[config.mk]
export PLATFORM = sky130hd
export DESIGN_NAME = sobel_row_sequencer
export DESIGN_NICKNAME = d
export VERILOG_FILES = /design/src/rtl/sobel_row_sequencer.sv
export SDC_FILE = /design/constraint.sdc
export NUM_CORES = 1
export LEC_CHECK = 0
export CELL_PAD_IN_SITES_DETAIL_PLACEMENT = 1
export CELL_PAD_IN_SITES_GLOBAL_PLACEMENT = 2
export CORE_UTILIZATION = 35
export CTS_BUF_LIST = sky130_fd_sc_hd__clkbuf_16
export CTS_CLUSTER_DIAMETER = 200
export DETAILED_ROUTE_END_ITERATION = 10
export PLACE_DENSITY = 0.85
export SYNTH_ARGS = -nofsm -noshare
export SYNTH_HDL_FRONTEND = slang
export SYNTH_SLANG_ARGS = --single-unit
export TNS_END_PERCENT = 1
[constraint.sdc]
create_clock -name clk -period 4.25 [get_ports clk]
set_input_delay 0.425 -clock clk [delete_from_list [all_inputs] [get_ports clk]]
set_output_delay 0.425 -clock clk [all_outputs]
set_load 0.005 [all_outputs]
[src/rtl/sobel_row_sequencer.sv]
// Sequences the three row-register reads and the single result write for every output pixel of a Sobel pass.
// Build option: define SOBEL_SEQ_PERF_CNT_EN to add the saturating busy-cycle counter output cycle_count.
module sobel_row_sequencer #(
  parameter int DIM_W = 16
) (
  input  logic             clk,
  input  logic             reset_n,
  input  logic             go,
  input  logic [DIM_W-1:0] img_cols,
  input  logic [DIM_W-1:0] img_rows,
  output logic             rd_req,
  output logic [1:0]       rd_row_sel,
  output logic [DIM_W-1:0] rd_row_idx,
  output logic [DIM_W-1:0] rd_col_idx,
  input  logic             rd_ack,
  output logic             wr_req,
  output logic [DIM_W-1:0] wr_row_idx,
  output logic [DIM_W-1:0] wr_col_idx,
  input  logic             wr_ack,
  output logic             busy,
`ifdef SOBEL_SEQ_PERF_CNT_EN
  output logic             done,
  output logic [31:0]      cycle_count
`else
  output logic             done
`endif
);

  typedef enum logic [2:0] {
    S_IDLE = 3'd0,
    S_RD1  = 3'd1,
    S_RD2  = 3'd2,
    S_RD3  = 3'd3,
    S_WR   = 3'd4,
    S_FIN  = 3'd5
  } state_t;

  localparam logic [DIM_W-1:0] ZERO_D  = {DIM_W{1'b0}};
  localparam logic [DIM_W-1:0] ONE_D   = {{(DIM_W-1){1'b0}}, 1'b1};
  localparam logic [DIM_W:0]   ONE_W   = {{DIM_W{1'b0}}, 1'b1};
  localparam logic [DIM_W:0]   TWO_W   = {{(DIM_W-1){1'b0}}, 2'b10};
  localparam logic [DIM_W:0]   THREE_W = {{(DIM_W-1){1'b0}}, 2'b11};

  state_t           state_r;
  logic [DIM_W-1:0] cols_r;
  logic [DIM_W-1:0] rows_r;
  logic [DIM_W-1:0] row_r;
  logic [DIM_W-1:0] col_r;

  logic [DIM_W:0]   col_next_s;
  logic [DIM_W:0]   row_lim_s;
  logic             col_more_s;
  logic             row_more_s;
  logic             dims_ok_s;

  // Dimension tests are done one bit wider so that k+1 and r+2 never wrap.
  always_comb begin
    col_next_s = {1'b0, col_r} + ONE_W;
    row_lim_s  = {1'b0, row_r} + TWO_W;
    col_more_s = (col_next_s < {1'b0, cols_r});
    row_more_s = (row_lim_s < {1'b0, rows_r});
    dims_ok_s  = ({1'b0, img_rows} >= THREE_W) && (img_cols != ZERO_D);
  end

  // Frame sequencer; every output is loaded on the transition into the state that owns it.
  always_ff @(posedge clk or negedge reset_n) begin
    if (!reset_n) begin
      state_r    <= S_IDLE;
      cols_r     <= ZERO_D;
      rows_r     <= ZERO_D;
      row_r      <= ONE_D;
      col_r      <= ZERO_D;
      rd_req     <= 1'b0;
      rd_row_sel <= 2'd0;
      rd_row_idx <= ZERO_D;
      rd_col_idx <= ZERO_D;
      wr_req     <= 1'b0;
      wr_row_idx <= ZERO_D;
      wr_col_idx <= ZERO_D;
      busy       <= 1'b0;
      done       <= 1'b0;
    end else begin
      case (state_r)
        S_IDLE: begin
          done <= 1'b0;
          if (go) begin
            cols_r <= img_cols;
            rows_r <= img_rows;
            row_r  <= ONE_D;
            col_r  <= ZERO_D;
            if (dims_ok_s) begin
              state_r    <= S_RD1;
              rd_req     <= 1'b1;
              rd_row_sel <= 2'd1;
              rd_row_idx <= ZERO_D;
              rd_col_idx <= ZERO_D;
              busy       <= 1'b1;
            end else begin
              state_r <= S_FIN;
            end
          end
        end
        S_RD1: begin
          if (rd_ack) begin
            state_r    <= S_RD2;
            rd_row_sel <= 2'd2;
            rd_row_idx <= row_r;
          end
        end
        S_RD2: begin
          if (rd_ack) begin
            state_r    <= S_RD3;
            rd_row_sel <= 2'd3;
            rd_row_idx <= row_r + ONE_D;
          end
        end
        S_RD3: begin
          if (rd_ack) begin
            state_r    <= S_WR;
            rd_req     <= 1'b0;
            rd_row_sel <= 2'd0;
            rd_row_idx <= ZERO_D;
            rd_col_idx <= ZERO_D;
            wr_req     <= 1'b1;
            wr_row_idx <= row_r;
            wr_col_idx <= col_r;
          end
        end
        S_WR: begin
          if (wr_ack) begin
            wr_req     <= 1'b0;
            wr_row_idx <= ZERO_D;
            wr_col_idx <= ZERO_D;
            if (col_more_s) begin
              state_r    <= S_RD1;
              col_r      <= col_next_s[DIM_W-1:0];
              rd_req     <= 1'b1;
              rd_row_sel <= 2'd1;
              rd_row_idx <= row_r - ONE_D;
              rd_col_idx <= col_next_s[DIM_W-1:0];
            end else if (row_more_s) begin
              // Next output row r+1 reads image row (r+1)-1, i.e. the current r.
              state_r    <= S_RD1;
              col_r      <= ZERO_D;
              row_r      <= row_r + ONE_D;
              rd_req     <= 1'b1;
              rd_row_sel <= 2'd1;
              rd_row_idx <= row_r;
              rd_col_idx <= ZERO_D;
            end else begin
              state_r <= S_FIN;
              busy    <= 1'b0;
              done    <= 1'b1;
            end
          end
        end
        S_FIN: begin
          // Entered with done already set after a real frame; a rejected frame raises it here first.
          if (done) begin
            done    <= 1'b0;
            state_r <= S_IDLE;
          end else begin
            done <= 1'b1;
          end
        end
        default: begin
          state_r    <= S_IDLE;
          rd_req     <= 1'b0;
          rd_row_sel <= 2'd0;
          wr_req     <= 1'b0;
          busy       <= 1'b0;
          done       <= 1'b0;
        end
      endcase
    end
  end

`ifdef SOBEL_SEQ_PERF_CNT_EN
  // Busy-cycle counter: cleared on an accepted go, saturating, held once the frame ends.
  always_ff @(posedge clk or negedge reset_n) begin
    if (!reset_n) begin
      cycle_count <= 32'h0000_0000;
    end else if ((state_r == S_IDLE) && go) begin
      cycle_count <= 32'h0000_0000;
    end else if (busy && (cycle_count != 32'hFFFF_FFFF)) begin
      cycle_count <= cycle_count + 32'h0000_0001;
    end
  end
`endif

endmodule

==> run summary, run 1 <==
post-layout min period: 3.996 ns
Max VDD drop: 0.0002577 V
CP max stage cell: dfrtp_1
DR pass1 iterations: 5
antenna violations before repair: 0
Leak Pwr: 4.747 nW
# diodes: 0
routed wire length: 27360 um
Fill cells: 2622
startpoint types: flip-flop
crit-path cells: nand3_1, nor2_1, and3_1, nand3_1, xor2_1, inv_1, ha_1, nand4_1, a2111oi_4, nor3_1, buf_4, a21boi_0, a211oi_1, nor4_1
hold slack: 0.008488 ns
post-synth cell types: 82
FP Rows: 55
sequential share of power: 0.349
core area: 0.02292 mm^2
Worst Setup End Kind: flip-flop
post-synthesis register bit count: 137
hold buffers post-CTS: 0
Root Buffer: clkbuf_16
Seq/Total Area, Yosys: 0.4152
fin nets: 1083
CP Class: reg2reg
Max-Cap Viols: 0
sw frac: 0.3792
CTS tree: yes
Async S/R FF share, synth: 1.000
Setup-failing EPs final: 0
Slew headroom: 0.4093
die extent in x: 155.6 um
RSZ-0062 raised after global routing: no
Reg clk slew, reported paths: 0.07 ns
status: completed
syn nets: 987
synthesized cell area: 0.008260 mm^2
antenna-violating nets left: 0
Routed wire per std cell: 20.48 um
clk_skew: 0.01164 ns
combinational power share: 0.362
storage element area: 0.003430 mm^2
TNS Setup: 0 ns
first-pass GRT wire length: 43790 um
number of global-route vias before repair: 7792
max incr delay on CP: 0.49 ns
Initial Util: 0.3605
Worst Tran Pin Value: 0.8851 ns
GRT Residual Overflow: 0
CTS Buffer Depth: 2
Via Count: 7414
HP Class: in2async
Post-DP HPWL: 20020 um
worst path required time: 4.57 ns
die height: 155.6 um
Syn Inst Count: 914
footprint of the multi-input gates: 0.004347 mm^2
most common flop cell mapped by yosys: dfrtp_1
H-tree depth: 4
FMAX: 0.2503 GHz
overall die area: 0.02422 mm^2
internal power: 0.003165 W
CP arrival: 4.31 ns
DRC Markers: 0
P per Cell Area: 496.2 mW/mm^2
switching power total: 0.001933 W
Clk pwr share: 0.289
CP most frequent cell: nand3_1
met2 Usage GRT: 0.4070
Hold Violations, Final: 0
M3 GR Usage: 0.03583
Worst-Skew Late Latency: 0.43 ns
port bufs: 106
met1 Use GR: 0.3028
gp weighted congestion: 0.9089
Syn-to-layout area delta: 24.37%
final period utilization: 0.9401
Post-synth EDFFs: 0
routed vias/inst: 5.549
drt first-iter violations: 497
Top Usage Layer GRT: met2
share of cells above drive strength 1: 0.1085
total CTS buffers: 17
syn_area_per_cell: 9.038 um^2
pin count of the biggest net entering global routing: 73
I/O Pins: 107
Clock Sink Count: 137
GRT Total Usage: 0.2362
max-slew violations: 0
CP Max Fanout: 8
Ys Warns: 0
==> kinds of logic (layout without fill, tap and decap cells) <==
kind of cell	count (synthesis)	after routing	share of synthesized area
AOI/OAI and AO/OA	203	203	0.1766
xor gates and xnor gates	34	34	0.03605
adders and majority gates	36	36	0.05453
buffers and inverters	115	224	0.06241
DFF	137	137	0.4152
muxes	23	23	0.03181
and+or+nand+nor	366	366	0.2234
==> placed cells by master, fill, tap and decap left out, types with 9 or more instances in the layout <==
master           count
nand2_1            139
dfrtp_1            136
clkdlybuf4s50_1    105
nand3_1             53
o21ai_0             53
inv_1               51
nor2_1              45
ha_1                36
buf_4               34
a21oi_1             30
xor2_1              18
a22o_1              17
clkbuf_16           17
xnor2_1             16
nor3_1              16
a21o_1              16
nor4_1              15
and3_1              14
a31oi_1             13
nand4_1             12
nor2b_1             10
or3_1               10
nand2b_1            10
mux2_2              10
mux2i_1              9
==> power by group through the flow <==
stage                     clock network, W  logic [W]  registers, W
final                              0.00147    0.00185       0.00178
after detailed placement                 0    0.00181       0.00180
after floorplan                          0    0.00120       0.00169
after CTS                          0.00150    0.00182       0.00178
after global routing               0.00155    0.00204       0.00181
after global placement                   0    0.00174       0.00179
==> final timing paths <==
check | startpoint | endpoint | slack (ns) | cells after the start
setup / recovery | col_r[2] | done | 0.25 | 14
hold / removal | reset_n | rows_r[3] | 0.008 | 1
setup reg to reg | col_r[2] | done | 0.25 | 14
hold reg to reg | wr_col_idx[15] | wr_col_idx[15] | 0.47 | 2
max in group asynchronous | reset_n | col_r[8] | 3.27 | 2
min in group clk | wr_col_idx[15] | wr_col_idx[15] | 0.47 | 2
==> critical path: cells and delay by family (launching register included) <==
family | cells | cell delay, ns
compound gates | 3 | 0.96
xor+xnor | 1 | 0.26
fa+ha+maj | 1 | 0.31
buf+inv | 2 | 0.30
flops | 1 | 0.49
simple gates | 7 | 1.57
==> what timing repair did <==
action	in CTS	in global routing
endpoints found under the setup margin	0	53
buffers inserted	0	2
gates resized for setup	0	4
==> sequential cells by signal, summed over array words and instances (netlist names) <==
signal,flops
wr_col_idx,16
busy,1
rd_req,1
rd_col_idx,16
done,1
rd_row_sel,2
rows_r,16
wr_row_idx,16
cols_r,16
state_r,3
col_r,16
row_r,16
wr_req,1
rd_row_idx,16
==> cell type report <==
type,count,area share
clock buffers,17,0.04141
repair buffers,141,0.1302
clock inverters,15,0.01474
multi-input cells,662,0.4231
flip-flops and latches,137,0.3338
well taps,313,0.03812
inverters,51,0.01863
==> Yosys cell counts (all sizes together), types with 7 or more instances <==
| library cell | instances | area share |
|---|---|---|
| nor4 | 17 | 0.015 |
| a31oi | 13 | 0.0098 |
| o21ai | 55 | 0.035 |
| buf | 33 | 0.025 |
| clkbuf | 31 | 0.014 |
| a21oi | 32 | 0.021 |
| nor2 | 49 | 0.023 |
| inv | 49 | 0.022 |
| or3 | 10 | 0.0076 |
| xnor2 | 16 | 0.017 |
| nand3 | 53 | 0.032 |
| dfrtp | 136 | 0.41 |
| nand4 | 13 | 0.012 |
| and2 | 8 | 0.0061 |
| nand2b | 10 | 0.0076 |
| nand2 | 139 | 0.063 |
| a21o | 17 | 0.016 |
| mux2 | 14 | 0.021 |
| and3 | 14 | 0.011 |
| xor2 | 18 | 0.019 |
| and4 | 7 | 0.0077 |
| a22o | 17 | 0.018 |
| nor3 | 20 | 0.015 |
| mux2i | 9 | 0.011 |
| o31ai | 9 | 0.0088 |
| ha | 36 | 0.055 |
| a211oi | 7 | 0.0079 |
| nor2b | 10 | 0.0076 |
==> stage by stage <==
step | utilization | power (W) | instance area, um^2 | std cells | worst slack [ns]
2_1_floorplan | - | 0.002891 | 8260 | 914 | 0.6455
3_3_place_gp | 0.4213 | 0.003530 | 9654 | 1302 | 0.3372
3_5_place_dp | 0.4213 | 0.003606 | 9654 | 1302 | 0.1516
4_1_cts | 0.4465 | 0.005100 | 10230 | 1334 | 0.08666
5_1_grt | 0.4483 | 0.005394 | 10270 | 1336 | 0.0003051
6_report | 0.4483 | 0.005098 | 10270 | 1336 | 0.2544
==> per-layer routing <==
metal / wire (um) / part of all wire
met5: 0 / 0
met2: 13660 / 0.50
met1: 12130 / 0.44
met4: 542 / 0.020
met3: 1032 / 0.038
No activity file was read; power rests on OpenSTA's default activity.
==> inputs of run 2 (changes only) <==
Settings changed: REMOVE_ABC_BUFFERS from default to 1.
==> run summary, run 2 (synthesis gave the netlist of run 1 again) <==
gp weighted congestion: 0.8511
FP Rows: 55
Root Buffer: clkbuf_16
total CTS buffers: 17
pin count of the biggest net entering global routing: 84
total power: 0.005296 W
Routed wire per std cell: 20.54 um
critical path endpoint: rd_row_idx[3]
final period utilization: 0.9452
Worst-Skew Late Latency: 0.44 ns
most common cell after layout, fill and taps aside: nand2_1
CP Max Fanout: 14
P per Cell Area: 512.7 mW/mm^2
port bufs: 106
DR pass1 iterations: 5
Leak Pwr: 4.763 nW
Clock Sink Count: 137
overall die area: 0.02422 mm^2
clk_skew: 0.01056 ns
Max VDD drop: 0.0002307 V
drt first-iter violations: 453
CP Class: reg2reg
max-slew violations: 0
GRT Total Usage: 0.2360
Slew headroom: 0.3355
H-tree depth: 4
CP arrival: 4.33 ns
fin nets: 1076
R2R Path End: rd_row_idx[3]
DRC Markers: 0
Hold Violations, Final: 0
die extent in x: 155.6 um
I/O Pins: 107
antenna-violating nets left: 0
core area: 0.02292 mm^2
commonest non-fill, non-tap cells in the layout: nand2_1 (139), dfrtp_1 (135), clkdlybuf4s50_1 (105), o21ai_0 (54), nand3_1 (53)
Worst Tran Pin Value: 0.9944 ns
Syn-to-layout area delta: 25.07%
startpoint types: flip-flop
reg-to-reg startpoint: col_r[0]
worst path required time: 4.56 ns
hold buffers post-CTS: 0
CTS Buffer Depth: 2
TNS Setup: 0 ns
GRT Residual Overflow: 0
routed vias/inst: 5.578
HP Class: in2async
first-pass GRT wire length: 43680 um
FMAX: 0.2489 GHz
Reg clk slew, reported paths: 0.07 ns
Worst Reg2Reg Path Length in Cells: 15
Worst Setup End Kind: flip-flop
CTS tree: yes
antenna violations before repair: 0
Setup-failing EPs final: 0
R2R Setup Slk: 0.23 ns
number of global-route vias before repair: 7751
crit path from: col_r[0]
share of cells above drive strength 1: 0.1063
routed wire length: 27290 um
status: completed
RSZ-0062 raised after global routing: no
Initial Util: 0.3605
die height: 155.6 um
Max-Cap Viols: 0
post-layout min period: 4.017 ns
Post-DP HPWL: 19530 um
Via Count: 7413
# diodes: 0
[run 2: cell count changes in the layout (fill, tap and decap cells not counted), sizes merged]
cell	delta
buf	-7
bufinv	+2
clkinvlp	-3
inv	+1
[run 2: metrics by stage]
| step | utilization | hold slack [ns] | area (um^2) | cells | setup slack (ns) |
|---|---|---|---|---|---|
| after floorplan | - | 0.1294 | 7936 | 850 | 0.2423 |
| after global placement | 0.4212 | 0.4515 | 9652 | 1296 | 0.1444 |
| after detailed placement | 0.4212 | 0.4607 | 9652 | 1296 | 0.1377 |
| after CTS | 0.4490 | 0.08299 | 10290 | 1328 | 0.05692 |
| after global routing | 0.4508 | 0.1164 | 10330 | 1329 | 0.002070 |
| final | 0.4508 | 0.05136 | 10330 | 1329 | 0.2327 |
[run 2: layout make-up]
cell class	instances	area, um^2
clock buffer	17	425.4
multi-input combinational	662	4357
timing repair buffer	134	1323
inverter	51	191.4
sequential	137	3431
clock inverter	15	212.7
tap	313	391.6
fill	2641	12580
[run 2: power by group]
group / internal [W] / switching (W)
clock network: 0.000996 / 0.000658
logic: 0.000761 / 0.00113
registers: 0.00157 / 0.000179
total: 0.00333 / 0.00197
[run 2: how the worst min path moves through the flow]
stage | to | start | slack [ns]
floorplan | busy | reset_n | 0.13
CTS | cols_r[4] | reset_n | 0.08
detailed placement | wr_col_idx[3] | wr_col_idx[3] | 0.46
finish | cols_r[4] | reset_n | 0.05
global route | cols_r[4] | reset_n | 0.12
global placement | wr_col_idx[2] | wr_col_idx[2] | 0.45
[run 2: routing by layer]
metal  track usage  share of wire
met3       0.04222          0.045
met5             0              0
met2        0.4029           0.49
met1        0.2904           0.43
met4        0.1055          0.034
[run 2: timing repair]
action	4_1_cts	5_1_grt
gates resized for setup	0	7
setup buffers	0	1
setup endpoints to repair	0	53
[run 2: critical path, cell delays in order (launching register included)]
cell and delay (ns):
dfrtp_2 0.44, ha_1 0.28, and4_4 0.28, nand4_4 0.20
nor2_1 0.19, xnor2_1 0.16, inv_1 0.11, ha_1 0.30
a21o_1 0.16, a21oi_1 0.13, o21ai_0 0.15, or3_1 0.41
o21ai_4 0.24, a21o_1 0.27, buf_12 0.19, mux2_2 0.36
